==> src/rtl/tl_phase_sched.sv <==
// ----------------------------------------------------------------------------
// tl_phase_sched
// Timed, round-robin phase scheduler for a two-road intersection with
// protected left turns. Four approach requests (A, A-left, B, B-left) are
// served in rotation. Each green lasts at least MIN_GREEN cycles and, while
// contested, at most MAX_GREEN cycles. Every green is followed by YELLOW
// cycles of yellow and then one all-red clearance cycle.
//
// Ports
//   clk     : system clock, rising edge
//   reset   : asynchronous, active-high; forces all-red idle
//   Ta/Tal  : road A straight / left-turn request (level)
//   Tb/Tbl  : road B straight / left-turn request (level)
//   La/Lb   : light codes 00 green, 01 yellow, 10 red, 11 left arrow
//   grant   : one-hot active phase {BL,B,AL,A}, zero outside green
//   timer   : cycle count within the current interval (debug)
//   ped_req : pedestrian request (only with TL_PED_EN)
//   walk    : walk indication (only with TL_PED_EN)
//
// Build option
//   TL_PED_EN : adds the pedestrian request/walk interval. A request is held
//               pending and served as an all-red WALK interval of MIN_GREEN
//               cycles at the next clearance, or straight from idle.
// ----------------------------------------------------------------------------
module tl_phase_sched #(
   parameter int MIN_GREEN = 4,
   parameter int MAX_GREEN = 12,
   parameter int YELLOW    = 2,
   parameter int CNT_W     = 4
) (
   input  logic             clk,
   input  logic             reset,
   input  logic             Ta,
   input  logic             Tal,
   input  logic             Tb,
   input  logic             Tbl,
`ifdef TL_PED_EN
   input  logic             ped_req,
   output logic             walk,
`endif
   output logic [1:0]       La,
   output logic [1:0]       Lb,
   output logic [3:0]       grant,
   output logic [CNT_W-1:0] timer
);

   localparam logic [1:0] L_GREEN  = 2'b00;
   localparam logic [1:0] L_YELLOW = 2'b01;
   localparam logic [1:0] L_RED    = 2'b10;
   localparam logic [1:0] L_ARROW  = 2'b11;

   localparam logic [CNT_W-1:0] MING_LAST = CNT_W'(MIN_GREEN - 1);
   localparam logic [CNT_W-1:0] MAXG_LAST = CNT_W'(MAX_GREEN - 1);
   localparam logic [CNT_W-1:0] YEL_LAST  = CNT_W'(YELLOW - 1);
   localparam logic [CNT_W-1:0] CNT_ONE   = CNT_W'(1);

   // Phase encoding: 0 = A, 1 = AL, 2 = B, 3 = BL (matches grant bit order)
`ifdef TL_PED_EN
   typedef enum logic [2:0] {S_IDLE, S_GREEN, S_YELLOW, S_ALLRED, S_WALK} state_t;
`else
   typedef enum logic [1:0] {S_IDLE, S_GREEN, S_YELLOW, S_ALLRED} state_t;
`endif

   state_t           state_q, state_d;
   logic [1:0]       phase_q, phase_d;
   logic [1:0]       rr_q, rr_d;
   logic [CNT_W-1:0] timer_q, timer_d;
   logic [1:0]       la_q, la_d;
   logic [1:0]       lb_q, lb_d;
   logic [3:0]       grant_q, grant_d;

   logic [3:0]       req;
   logic [2:0]       sel;
   logic             own;
   logic             other;

`ifdef TL_PED_EN
   logic             pend_q, pend_d;
   logic             walk_q, walk_d;
   logic             ped_any;
`endif

   assign req = {Tbl, Tb, Tal, Ta};

   // Round-robin pick: returns {found, phase}. Scanning from the farthest
   // offset down lets the offset closest to ptr overwrite, so ptr wins ties.
   function automatic logic [2:0] rr_pick(input logic [3:0] r, input logic [1:0] ptr);
      logic [2:0] res;
      logic [1:0] idx;
      res = 3'b000;
      for (int i = 3; i >= 0; i--) begin
         idx = ptr + 2'(i);
         if (r[idx]) res = {1'b1, idx};
      end
      return res;
   endfunction

   // Next-state logic
   always_comb begin
      state_d = state_q;
      phase_d = phase_q;
      rr_d    = rr_q;
      timer_d = timer_q;
      sel     = rr_pick(req, rr_q);
      own     = req[phase_q];
      other   = |(req & ~(4'b0001 << phase_q));
`ifdef TL_PED_EN
      ped_any = pend_q | ped_req;
      pend_d  = ped_any;
`endif

      case (state_q)
         S_IDLE: begin
`ifdef TL_PED_EN
            if (ped_any) begin
               state_d = S_WALK;
            end else
`endif
            if (sel[2]) begin
               state_d = S_GREEN;
               phase_d = sel[1:0];
            end
         end

         S_GREEN: begin
            // Yield only to a competing request, once minimum green is
            // met, and only if our own demand is gone or max green is hit.
            if (other && (timer_q >= MING_LAST) && (!own || (timer_q == MAXG_LAST))) begin
               state_d = S_YELLOW;
            end else if (timer_q != MAXG_LAST) begin
               timer_d = timer_q + CNT_ONE;
            end
         end

         S_YELLOW: begin
            if (timer_q == YEL_LAST) begin
               state_d = S_ALLRED;
               // The served phase drops to lowest priority for the next pick.
               rr_d    = phase_q + 2'd1;
            end else begin
               timer_d = timer_q + CNT_ONE;
            end
         end

         S_ALLRED: begin
`ifdef TL_PED_EN
            if (ped_any) begin
               state_d = S_WALK;
            end else
`endif
            if (sel[2]) begin
               state_d = S_GREEN;
               phase_d = sel[1:0];
            end else begin
               state_d = S_IDLE;
            end
         end

`ifdef TL_PED_EN
         S_WALK: begin
            if (timer_q == MING_LAST) begin
               if (sel[2]) begin
                  state_d = S_GREEN;
                  phase_d = sel[1:0];
               end else begin
                  state_d = S_IDLE;
               end
            end else begin
               timer_d = timer_q + CNT_ONE;
            end
         end
`endif

         default: begin
            state_d = S_IDLE;
         end
      endcase

      if (state_d != state_q) timer_d = '0;

`ifdef TL_PED_EN
      if ((state_d == S_WALK) && (state_q != S_WALK)) pend_d = 1'b0;
`endif
   end

   // Moore outputs, computed from the next state so they register with it
   always_comb begin
      la_d    = L_RED;
      lb_d    = L_RED;
      grant_d = 4'b0000;
`ifdef TL_PED_EN
      walk_d  = (state_d == S_WALK);
`endif
      case (state_d)
         S_GREEN: begin
            grant_d = 4'b0001 << phase_d;
            case (phase_d)
               2'd0:    la_d = L_GREEN;
               2'd1:    la_d = L_ARROW;
               2'd2:    lb_d = L_GREEN;
               default: lb_d = L_ARROW;
            endcase
         end
         S_YELLOW: begin
            // Left-arrow phases also clear through plain yellow.
            if (!phase_d[1]) la_d = L_YELLOW;
            else             lb_d = L_YELLOW;
         end
         default: begin
         end
      endcase
   end

   always_ff @(posedge clk or posedge reset) begin
      if (reset) begin
         state_q <= S_IDLE;
         phase_q <= 2'd0;
         rr_q    <= 2'd0;
         timer_q <= '0;
         la_q    <= L_RED;
         lb_q    <= L_RED;
         grant_q <= 4'b0000;
`ifdef TL_PED_EN
         pend_q  <= 1'b0;
         walk_q  <= 1'b0;
`endif
      end else begin
         state_q <= state_d;
         phase_q <= phase_d;
         rr_q    <= rr_d;
         timer_q <= timer_d;
         la_q    <= la_d;
         lb_q    <= lb_d;
         grant_q <= grant_d;
`ifdef TL_PED_EN
         pend_q  <= pend_d;
         walk_q  <= walk_d;
`endif
      end
   end

   assign La    = la_q;
   assign Lb    = lb_q;
   assign grant = grant_q;
   assign timer = timer_q;
`ifdef TL_PED_EN
   assign walk  = walk_q;
`endif

endmodule
==> config.mk <==
export PLATFORM = sky130hd
export DESIGN_NAME = tl_phase_sched
export DESIGN_NICKNAME = d
export VERILOG_FILES = /design/src/rtl/tl_phase_sched.sv
export SDC_FILE = /design/constraint.sdc
export NUM_CORES = 1
export LEC_CHECK = 0
export CAP_MARGIN = 5
export CORE_ASPECT_RATIO = 1.5
export CORE_MARGIN = 2
export CORE_UTILIZATION = 58
export CTS_CLUSTER_DIAMETER = 60
export DETAILED_ROUTE_END_ITERATION = 16
export PLACE_DENSITY = 0.84
export SLEW_MARGIN = 20
export SYNTH_ARGS = -nofsm -noshare
export SYNTH_HDL_FRONTEND = slang
export SYNTH_SLANG_ARGS = --single-unit
==> constraint.sdc <==
create_clock -name clk -period 5.15 [get_ports clk]
set_input_delay 1.03 -clock clk [delete_from_list [all_inputs] [get_ports clk]]
set_output_delay 1.03 -clock clk [all_outputs]
set_load 0.005 [all_outputs]
# Yosys cells after proc, flatten, opt, wreduce, memory -nomap -nowiden
# Cells that the tools add are included.
# Widths: inputs -> output; s select.
op_classes:
  addsub: 5
  n_mul: 0
  div: 0
  order_cmp: 6
  n_eq_ne: 14
  shift: 2
  mux: 33
  n_bitwise: 2
  reduce_logical: 12
ops:
  columns: ["cell", "n"]
  rows:
  - ["$mux 4", 5]
  - ["$pmux 2 s2", 4]
  - ["$lt 2x3->1 const B", 5]
  - ["$mux 2", 7]
  - ["$mux 3", 4]
  - ["$bmux 1 s2", 5]
  - ["$ne 3x3->1 const B", 3]
  - ["$eq 2x2->1 const B", 4]
  - ["$pmux 2 s4", 1]
  - ["$pmux 4 s2", 1]
  - ["$shl 1x2->4 const A", 2]
  - ["$eq 2x1->1 const B", 3]
  - ["$mux 1", 6]
  - ["$add 2x1->2 const B", 2]
  - ["$add 2x2->2 const B", 2]
  - ["$add 4x1->4 const B", 1]
  - ["$and 4x4->4", 1]
  - ["$eq 4x1->1 const B", 1]
  - ["$eq 4x4->1 const B", 1]
  - ["$ge 4x2->1 const B", 1]
  - ["$logic_not 2->1", 2]
  - ["$ne 4x4->1 const B", 1]
  - ["$not 4->4", 1]
  - ["$reduce_and 4->1", 1]
  - ["other kinds (8)", 10]
totals:
  ff_bits: 18
  latch_bits: 0
  mem_bits_rw: 0
  mem_bits_ro: 0
  in_bits: 6
  output_inout_bits: 12
  wordCells: 81
  mem_count: 0

# Logic depth before layout (Yosys ltp)
# Gate-level depths: netlist of run 1.
depth:
  word_depth: 13
  mapped_depth: 11
  depth_no_buf: 11

# Worst setup path before layout of run 1
# No wires, ideal clock.
synth_timing:
  path_kind: "input port to flip-flop"
  startpoint: "in Tbl"
  endpoint: "reg lb_q[1] (netlist: Lb[1])"
  setup_ns: 0.082
  arrival_ns: 2.707
  t_required_ns: 5.068
  slack_ns: 2.361
  path_stages: 7
  n_path_buf: 0
  cell_sequence: "mux4_2 -> a41oi_2 -> a221oi_1 -> o32ai_1 -> ha_1 -> a211oi_1 -> nor2_1"
synth_between:
  elab_chain_cells: 12
  word_cells_on_any_way: 35
  cone_classes: "4 x eq/ne; 23 x mux; 1 x bitwise; 7 x reduce/logical"
synth_lines:
  columns: ["element", "line", "text"]
  rows:
  - ["start: declaration", "36", "input logic Tbl,"]
  - ["$bmux 1 s2", "93", "if (r[idx]) res = {1'b1, idx};"]
  - ["$mux 1 (not written as such)", "93", null]
  - ["$mux 3 (4 in a row)", "93", null]
  - ["$mux 2", "119, 151", null]
  - ["$mux 2", null, null]
  - ["$eq 2x1->1 or $logic_not 2->1 (tied branches)", "197", "case (phase_d)"]
  - ["$reduce_or 2->1 (no source line)", null, null]
  - ["$pmux 2 s2", "197", null]
  - ["$pmux 2 s2 *", "194", "case (state_d)"]
  - ["via lb_d[1]", "69", "logic [1:0] lb_q, lb_d;"]
  - ["end signal: assignment", "233", "lb_q <= lb_d;"]
  - ["end: declaration", "69", null]
# The timed path passes the listed nets; every way through them passes the cells marked *. The select of a mux whose other input is x is not followed.
# A chain may end at the register's enable or synchronous reset.

# Final worst setup path of run 1
layout_timing:
  startpoint: "in Tbl"
  endpoint: "reg grant_q[2] (netlist: grant[2])"
layout_between:
  elab_chain_cells: 10
  word_cells_on_any_way: 29
  cone_classes: "1 x eq/ne; 1 x shift; 21 x mux; 1 x bitwise; 5 x reduce/logical"
layout_lines:
  columns: ["element", "line", "text"]
  rows:
  - ["$bmux 1 s2", "93", null]
  - ["$mux 1 (not written as such)", "93", null]
  - ["$mux 3 (4 in a row)", "93", null]
  - ["$mux 1 or $mux 2 (tied branches)", "151, 119", null]
  - ["$pmux 2 s4 *", "112", "case (state_q)"]
  - ["via state_d[0]", "64", "state_t state_q, state_d;"]
  - ["$eq 2x1->1 *", "194", null]
  - ["$mux 4 *", "194", null]
  - ["via grant_d[2]", "70", "logic [3:0] grant_q, grant_d;"]
  - ["end signal: assignment", "234", "grant_q <= grant_d;"]
  - ["end: declaration", "70", null]
# Marks and branches as above.

==> flow_metrics.env, run 1 <==
export IMPL_status="complete, no violations"
export IMPL_finalSetupViolCount=0
export IMPL_cts_resized=0
export IMPL_synth_area_um2=1265
export IMPL_final_period_utilization_pct=64.35
export IMPL_endpoint_kind="register"
export IMPL_io_pins=18
export IMPL_worstHoldStart="rr_q[0]$_DFFE_PP0P_"
export IMPL_syn_avg_cell_area_um2=9.440
export IMPL_syn_nets=152
export IMPL_rr_worst_depth=11
export IMPL_dp_slack_ns=1.548
export IMPL_final_seq_area_um2=452.9
export IMPL_max_freq_mhz=301.8
export IMPL_worstMarginPinSlew_ns=0.6332
export IMPL_dp_hpwl_mm=2.169
export IMPL_fp_dieH_um=61.20
export IMPL_cts_max_level=1
export IMPL_whs_path_depth=2
export IMPL_overflow=0
export IMPL_final_util_pct=72.87
export IMPL_vias=1093
export IMPL_rsz0062_at_grt="false"
export IMPL_clock_latency_ns=0.28
export IMPL_synth_top_cell_area_share_pct=31.65
export IMPL_drive_gt1_share_pct=11.11
export IMPL_dieArea_um2=2578
export IMPL_yosys_top_cells_count="dfrtp_1 (16), ha_1 (12), nor2_1 (12), inv_1 (10), o21ai_0 (9)"
export IMPL_numCtsBuffers=3
export IMPL_cp_top_family="buffers and inverters"
export IMPL_finalMaxSlewViolations=0
export IMPL_areaGrowthSynthToFinish_pct=18.20
export IMPL_worst_slack_ns=1.836
export IMPL_core_um2=2052
export IMPL_portBuffers=17
export IMPL_cp_required_ns=5.36
export IMPL_power_density_nw_per_um2=642.2
export IMPL_fill_cells=166
export IMPL_postSynthCellCount=134
export IMPL_r2r_end="grant[2]$_DFF_PP0_"
export IMPL_crit_path_max_incr_delay_ns=0.60
export IMPL_cp_max_fo=8
export IMPL_ant_nets=0
export IMPL_drcViolationCount=0
export IMPL_postPlaceCellArea_um2=1459
export IMPL_synth_edf_count=0
export IMPL_clkSinkCount=18
export IMPL_period_minus_slack_ns=3.314
export IMPL_async_flop_share_pct=100.0
export IMPL_nets=172
export IMPL_drt_wl_total_mm=2.671
export IMPL_p_leak_uw=0.0006452
export IMPL_grt_pass1_wl_mm=4.685
export IMPL_tns_ns=0
export IMPL_grt_pass1_vias=1087
export IMPL_seq_area_frac_synth_pct=35.81
export IMPL_wl_per_cell_um=15.26
export IMPL_finalClockSkew_ns=0.001055
export IMPL_cts_setup_buffers=0
export IMPL_synth_seq_cells=18
export IMPL_r2r_start="phase_q[0]$_DFF_PP0_"
export IMPL_drv_cap=0
export IMPL_cts_hold_buf=0
export IMPL_hold_path_class="reg2reg"
export IMPL_drt_vias_per_instance=6.246
export IMPL_crit_buf_inv=3
export IMPL_ys_flop_type="dfrtp_1"
export IMPL_multi_input_area_um2=759.5
export IMPL_clk_pin_slew_ns=0.09
export IMPL_worst_ep_arrival_time_ns=3.53
export IMPL_antenna_cells=0
export IMPL_track_usage_pct=24.28
export IMPL_max_vdd_ir_drop_uv=602.6
export IMPL_synth_largest_area_cell="dfrtp_1"
export IMPL_first_iter_violations=19
export IMPL_grt_max_degree=19
export IMPL_die_width_um=42.13
export IMPL_clockBufferDepth=2
export IMPL_crit_chain="clkdlybuf4s50_1 > mux4_2 > a41oi_2 > a221oi_1 > o32ai_1 > inv_1 > ha_1 > inv_1 > or2_2 > nor2_1"
export IMPL_rows=20
export IMPL_start_util_pct=61.65
export IMPL_cts_tree="yes"
export IMPL_cts_root_buf="clkbuf_4"
export IMPL_crit_slowest_cell="clkdlybuf4s50_1"
export IMPL_place_congestion=0.8636
export IMPL_synth_most_common_cell="dfrtp_1"
export IMPL_setup_worst_path_class="in2reg"
export IMPL_crit_path_start_kind="input port"
export IMPL_path_common_cell="inv_1"
export IMPL_ys_types=46
export IMPL_yosysWarningCount=0
export IMPL_antenna_found_initial=0
export IMPL_slew_headroom_pct=57.74
export IMPL_r2r_slack_ns=2.52
export IMPL_holdPathEnd="rr_q[0]$_DFFE_PP0P_"
export IMPL_synth_area_leaders="dfrtp_1 (32%), ha_1 (12%), dfstp_2 (4.2%)"
export IMPL_fin_area_um2=1495
export IMPL_finalHoldViolCount=0
export IMPL_firstDrtPassIters=4
where the power goes:
part           internal (uW)  switching (uW)  leakage, uW
combinational            278             344     0.000390
sequential               203            52.4     0.000234
clock                   43.1            39.0    0.0000210
cells by family after synthesis:
family	synth area share [%]
AO/OA/AOI/OAI	27.01
buffers and inverters	4.154
multiplexers	2.572
flip-flops	35.81
adder cells (fa/ha/maj)	11.87
AND/OR/NAND/NOR	18.60
tightest hold or removal path, delay by kind of cell (launching register included):
| family | cells | cell delay [ns] |
|---|---|---|
| and+or+nand+nor | 1 | 0.07 |
| AOI/OAI and AO/OA | 1 | 0.07 |
| DFF | 1 | 0.41 |
metal layers:
metal / global-route usage, % / vias to the layer above / part of all wire (%)
met5: 0 / - / 0
met2: 46.88 / 24 / 55
li1: - / 534 / -
met3: 4.692 / 6 / 3.8
met1: 26.00 / 529 / 39
met4: 10.27 / 0 / 2.0
through the flow:
step                hold WS [ns]  power, uW  instances
floorplan                 0.5059      707.7        134
global placement          0.5359      858.9        171
detailed placement        0.5596      882.0        171
CTS                       0.5802      966.1        175
global route              0.6416       1061        175
finish                    0.5807      960.2        175
registers in the layout, indices dropped and copies added (netlist names):
name	flops
La	2
Lb	2
grant	4
phase_q	2
rr_q	2
state_q	2
timer	4
worst max-delay path by stage:
stage | slack, ns | cells past startpoint | start | to
3_3_place_gp | 1.64 | 10 | Tb | grant[2]$_DFF_PP0_
6_report | 1.84 | 10 | Tbl | grant[2]$_DFF_PP0_
2_1_floorplan | 2.36 | 7 | Tbl | Lb[1]$_DFF_PP1_
3_5_place_dp | 1.55 | 10 | Tbl | grant[2]$_DFF_PP0_
5_1_grt | 1.65 | 10 | Tal | grant[2]$_DFF_PP0_
4_1_cts | 1.84 | 10 | Tbl | grant[2]$_DFF_PP0_
layout by cell type, fill, tap and decap left out, drive strengths merged, types with 3 or more instances in the layout:
cell type	instances
nand2b	6
inv	11
ha	12
or3	3
o21ai	10
clkbuf	4
nor2	12
nor3	5
a211oi	5
clkdlybuf4s50	17
a211o	3
a21oi	6
nand2	8
dfrtp	16
final cells by class:
| cell class | instances | area share, % |
|---|---|---|
| timing repair buffer | 18 | 11.88 |
| sequential | 18 | 30.29 |
| inverter | 11 | 2.762 |
| multi-input combinational | 102 | 50.80 |
| clock buffer | 4 | 2.427 |
| tap | 22 | 1.841 |
No activity file was read; power rests on OpenSTA's default activity.
==> run 2, diff against run 1 <==
CORE_UTILIZATION = 48   (was 58)
PLACE_DENSITY = 0.74   (was 0.84)
clock period = 2.79 ns   (was 5.15 ns; I/O delays follow)
==> flow_metrics.env, run 2 (synthesis gave the netlist of run 1 again) <==
export IMPL_status="complete, no violations"
export IMPL_swShare_pct=45.05
export IMPL_use_met3_pct=3.523
export IMPL_areaGrowthSynthToFinish_pct=26.21
export IMPL_layout_common_cells="clkdlybuf4s50_1 (17), dfrtp_1 (16), nor2_1 (12), ha_1 (12), buf_4 (12)"
export IMPL_grt_use_met2_pct=35.76
export IMPL_cts_max_level=1
export IMPL_drt_wl_total_mm=2.901
export IMPL_max_vdd_ir_drop_uv=841.2
export IMPL_vias=1151
export IMPL_final_seq_area_um2=452.9
export IMPL_clk_pin_slew_ns=0.09
export IMPL_power_uw=1969
export IMPL_final_util_pct=64.44
export IMPL_hold_ws_ns=0.5761
export IMPL_drive_gt1_share_pct=18.90
export IMPL_overflow=0
export IMPL_clockBufferDepth=2
export IMPL_crit_path_start_kind="input port"
export IMPL_grt_max_degree=19
export IMPL_p_int_uw=1082
export IMPL_cts_tree="yes"
export IMPL_final_period_utilization_pct=95.08
export IMPL_die_width_um=45.92
export IMPL_slew_headroom_pct=57.77
export IMPL_finalHoldViolCount=0
export IMPL_use_met1_pct=27.53
export IMPL_rows=22
export IMPL_firstDrtPassIters=4
export IMPL_fp_dieH_um=66.88
export IMPL_finalMaxSlewViolations=0
export IMPL_worst_ep_arrival_time_ns=2.83
export IMPL_core_um2=2477
export IMPL_max_freq_mhz=377.0
export IMPL_clock_latency_ns=0.29
export IMPL_ant_nets=0
export IMPL_antenna_cells=0
export IMPL_io_pins=18
export IMPL_p_switching_uw=887.0
export IMPL_multi_input_area_um2=775.7
export IMPL_endpoint_kind="register"
export IMPL_dp_hpwl_mm=2.287
export IMPL_clkSinkCount=18
export IMPL_drv_cap=0
export IMPL_combPwrFrac_pct=68.1
export IMPL_cts_root_buf="clkbuf_4"
export IMPL_rsz0062_at_grt="false"
export IMPL_setup_worst_path_class="in2reg"
export IMPL_gr_max_usage_layer="met2"
export IMPL_finalClockSkew_ns=0.001023
export IMPL_portBuffers=17
export IMPL_cp_required_ns=2.97
export IMPL_drcViolationCount=0
export IMPL_cp_max_fo=5
export IMPL_pwr_share_seq_pct=24.0
export IMPL_drt_vias_per_instance=6.122
export IMPL_nets=183
export IMPL_p_leak_uw=0.0007036
export IMPL_finalSetupViolCount=0
export IMPL_numCtsBuffers=3
export IMPL_p_clk_share_pct=7.9
export IMPL_dieArea_um2=3071
export IMPL_fill_cells=208
export IMPL_wl_per_cell_um=15.43
export IMPL_power_density_nw_per_um2=1233
export IMPL_grt_pass1_vias=1096
export IMPL_start_util_pct=51.06
export IMPL_worstMarginPinSlew_ns=0.6328
export IMPL_first_iter_violations=47
export IMPL_track_usage_pct=21.58
export IMPL_place_congestion=0.8411
export IMPL_period_minus_slack_ns=2.653
export IMPL_layout_commonest_cell="clkdlybuf4s50_1"
export IMPL_antenna_found_initial=0
export IMPL_grt_pass1_wl_mm=4.912
export IMPL_hold_path_class="reg2reg"
run 2: changes by cell type in the layout (fill, tap and decap cells not counted):
| cell | previous run | this run |
|---|---|---|
| a211oi_2 | 0 | 2 |
| buf_4 | 1 | 12 |
| a221oi_2 | 0 | 1 |
| a221oi_1 | 2 | 1 |
| a211oi_1 | 5 | 3 |
run 2: power groups by stage:
| stage | registers (uW) | logic, uW | clock network [uW] |
|---|---|---|---|
| floorplan | 462 | 845 | 0 |
| global placement | 469 | 1220 | 0 |
| finish | 473 | 1340 | 155 |
| detailed placement | 478 | 1280 | 0 |
| global route | 488 | 1490 | 168 |
| CTS | 472 | 1280 | 157 |
run 2: worst paths after layout:
path / slack [ns] / from / depth (start not counted) / endpoint
max in group asynchronous: 1.75 / reset / 2 / grant[3]$_DFF_PP0_
min in group asynchronous: 0.64 / reset / 2 / timer[1]$_DFFE_PP0P_
hold / removal: 0.58 / rr_q[0]$_DFFE_PP0P_ / 2 / rr_q[0]$_DFFE_PP0P_
hold reg to reg: 0.58 / rr_q[0]$_DFFE_PP0P_ / 2 / rr_q[0]$_DFFE_PP0P_
setup reg to reg: 0.31 / state_q[1]$_DFF_PP0_ / 10 / grant[2]$_DFF_PP0_
setup / recovery: 0.14 / Tal / 8 / Lb[0]$_DFF_PP0_
run 2: timing repair:
action	4_1_cts	5_1_grt
hold buffers	0	0
setup buffers	0	0
gates resized for setup	0	3
endpoints found under the setup margin	0	3
run 2: area by class of cell:
| type | count | share of cell area (%) |
|---|---|---|
| Clock buffer | 4 | 2.273 |
| Inverter | 11 | 2.586 |
| Timing Repair Buffer | 29 | 16.30 |
| Sequential cell | 18 | 28.37 |
| Multi-Input combinational cell | 102 | 48.59 |
| Tap cell | 24 | 1.881 |
run 2: stage by stage:
stage	setup slack, ns	instances	area, um2	setup TNS [ns]
floorplan	0.4726	134	1265	0
global placement	-0.1235	184	1544	-0.5347
detailed placement	-0.1712	184	1544	-1.078
CTS	0.1429	188	1580	0
global route	0.004549	188	1597	0
finish	0.1371	188	1597	0
run 2: critical path, cell delays in order:
cell             delay (ns)
clkdlybuf4s50_1        0.45
or4_1                  0.59
a211o_1                0.35
o32ai_1                0.18
inv_1                  0.11
ha_1                   0.30
a21oi_1                0.23
nor3_1                 0.07
run 2: layer usage:
layer,up-vias,share of wire [%]
met5,-,0
met4,0,2.0
met3,10,3.6
met2,23,54
met1,556,41
li1,562,-
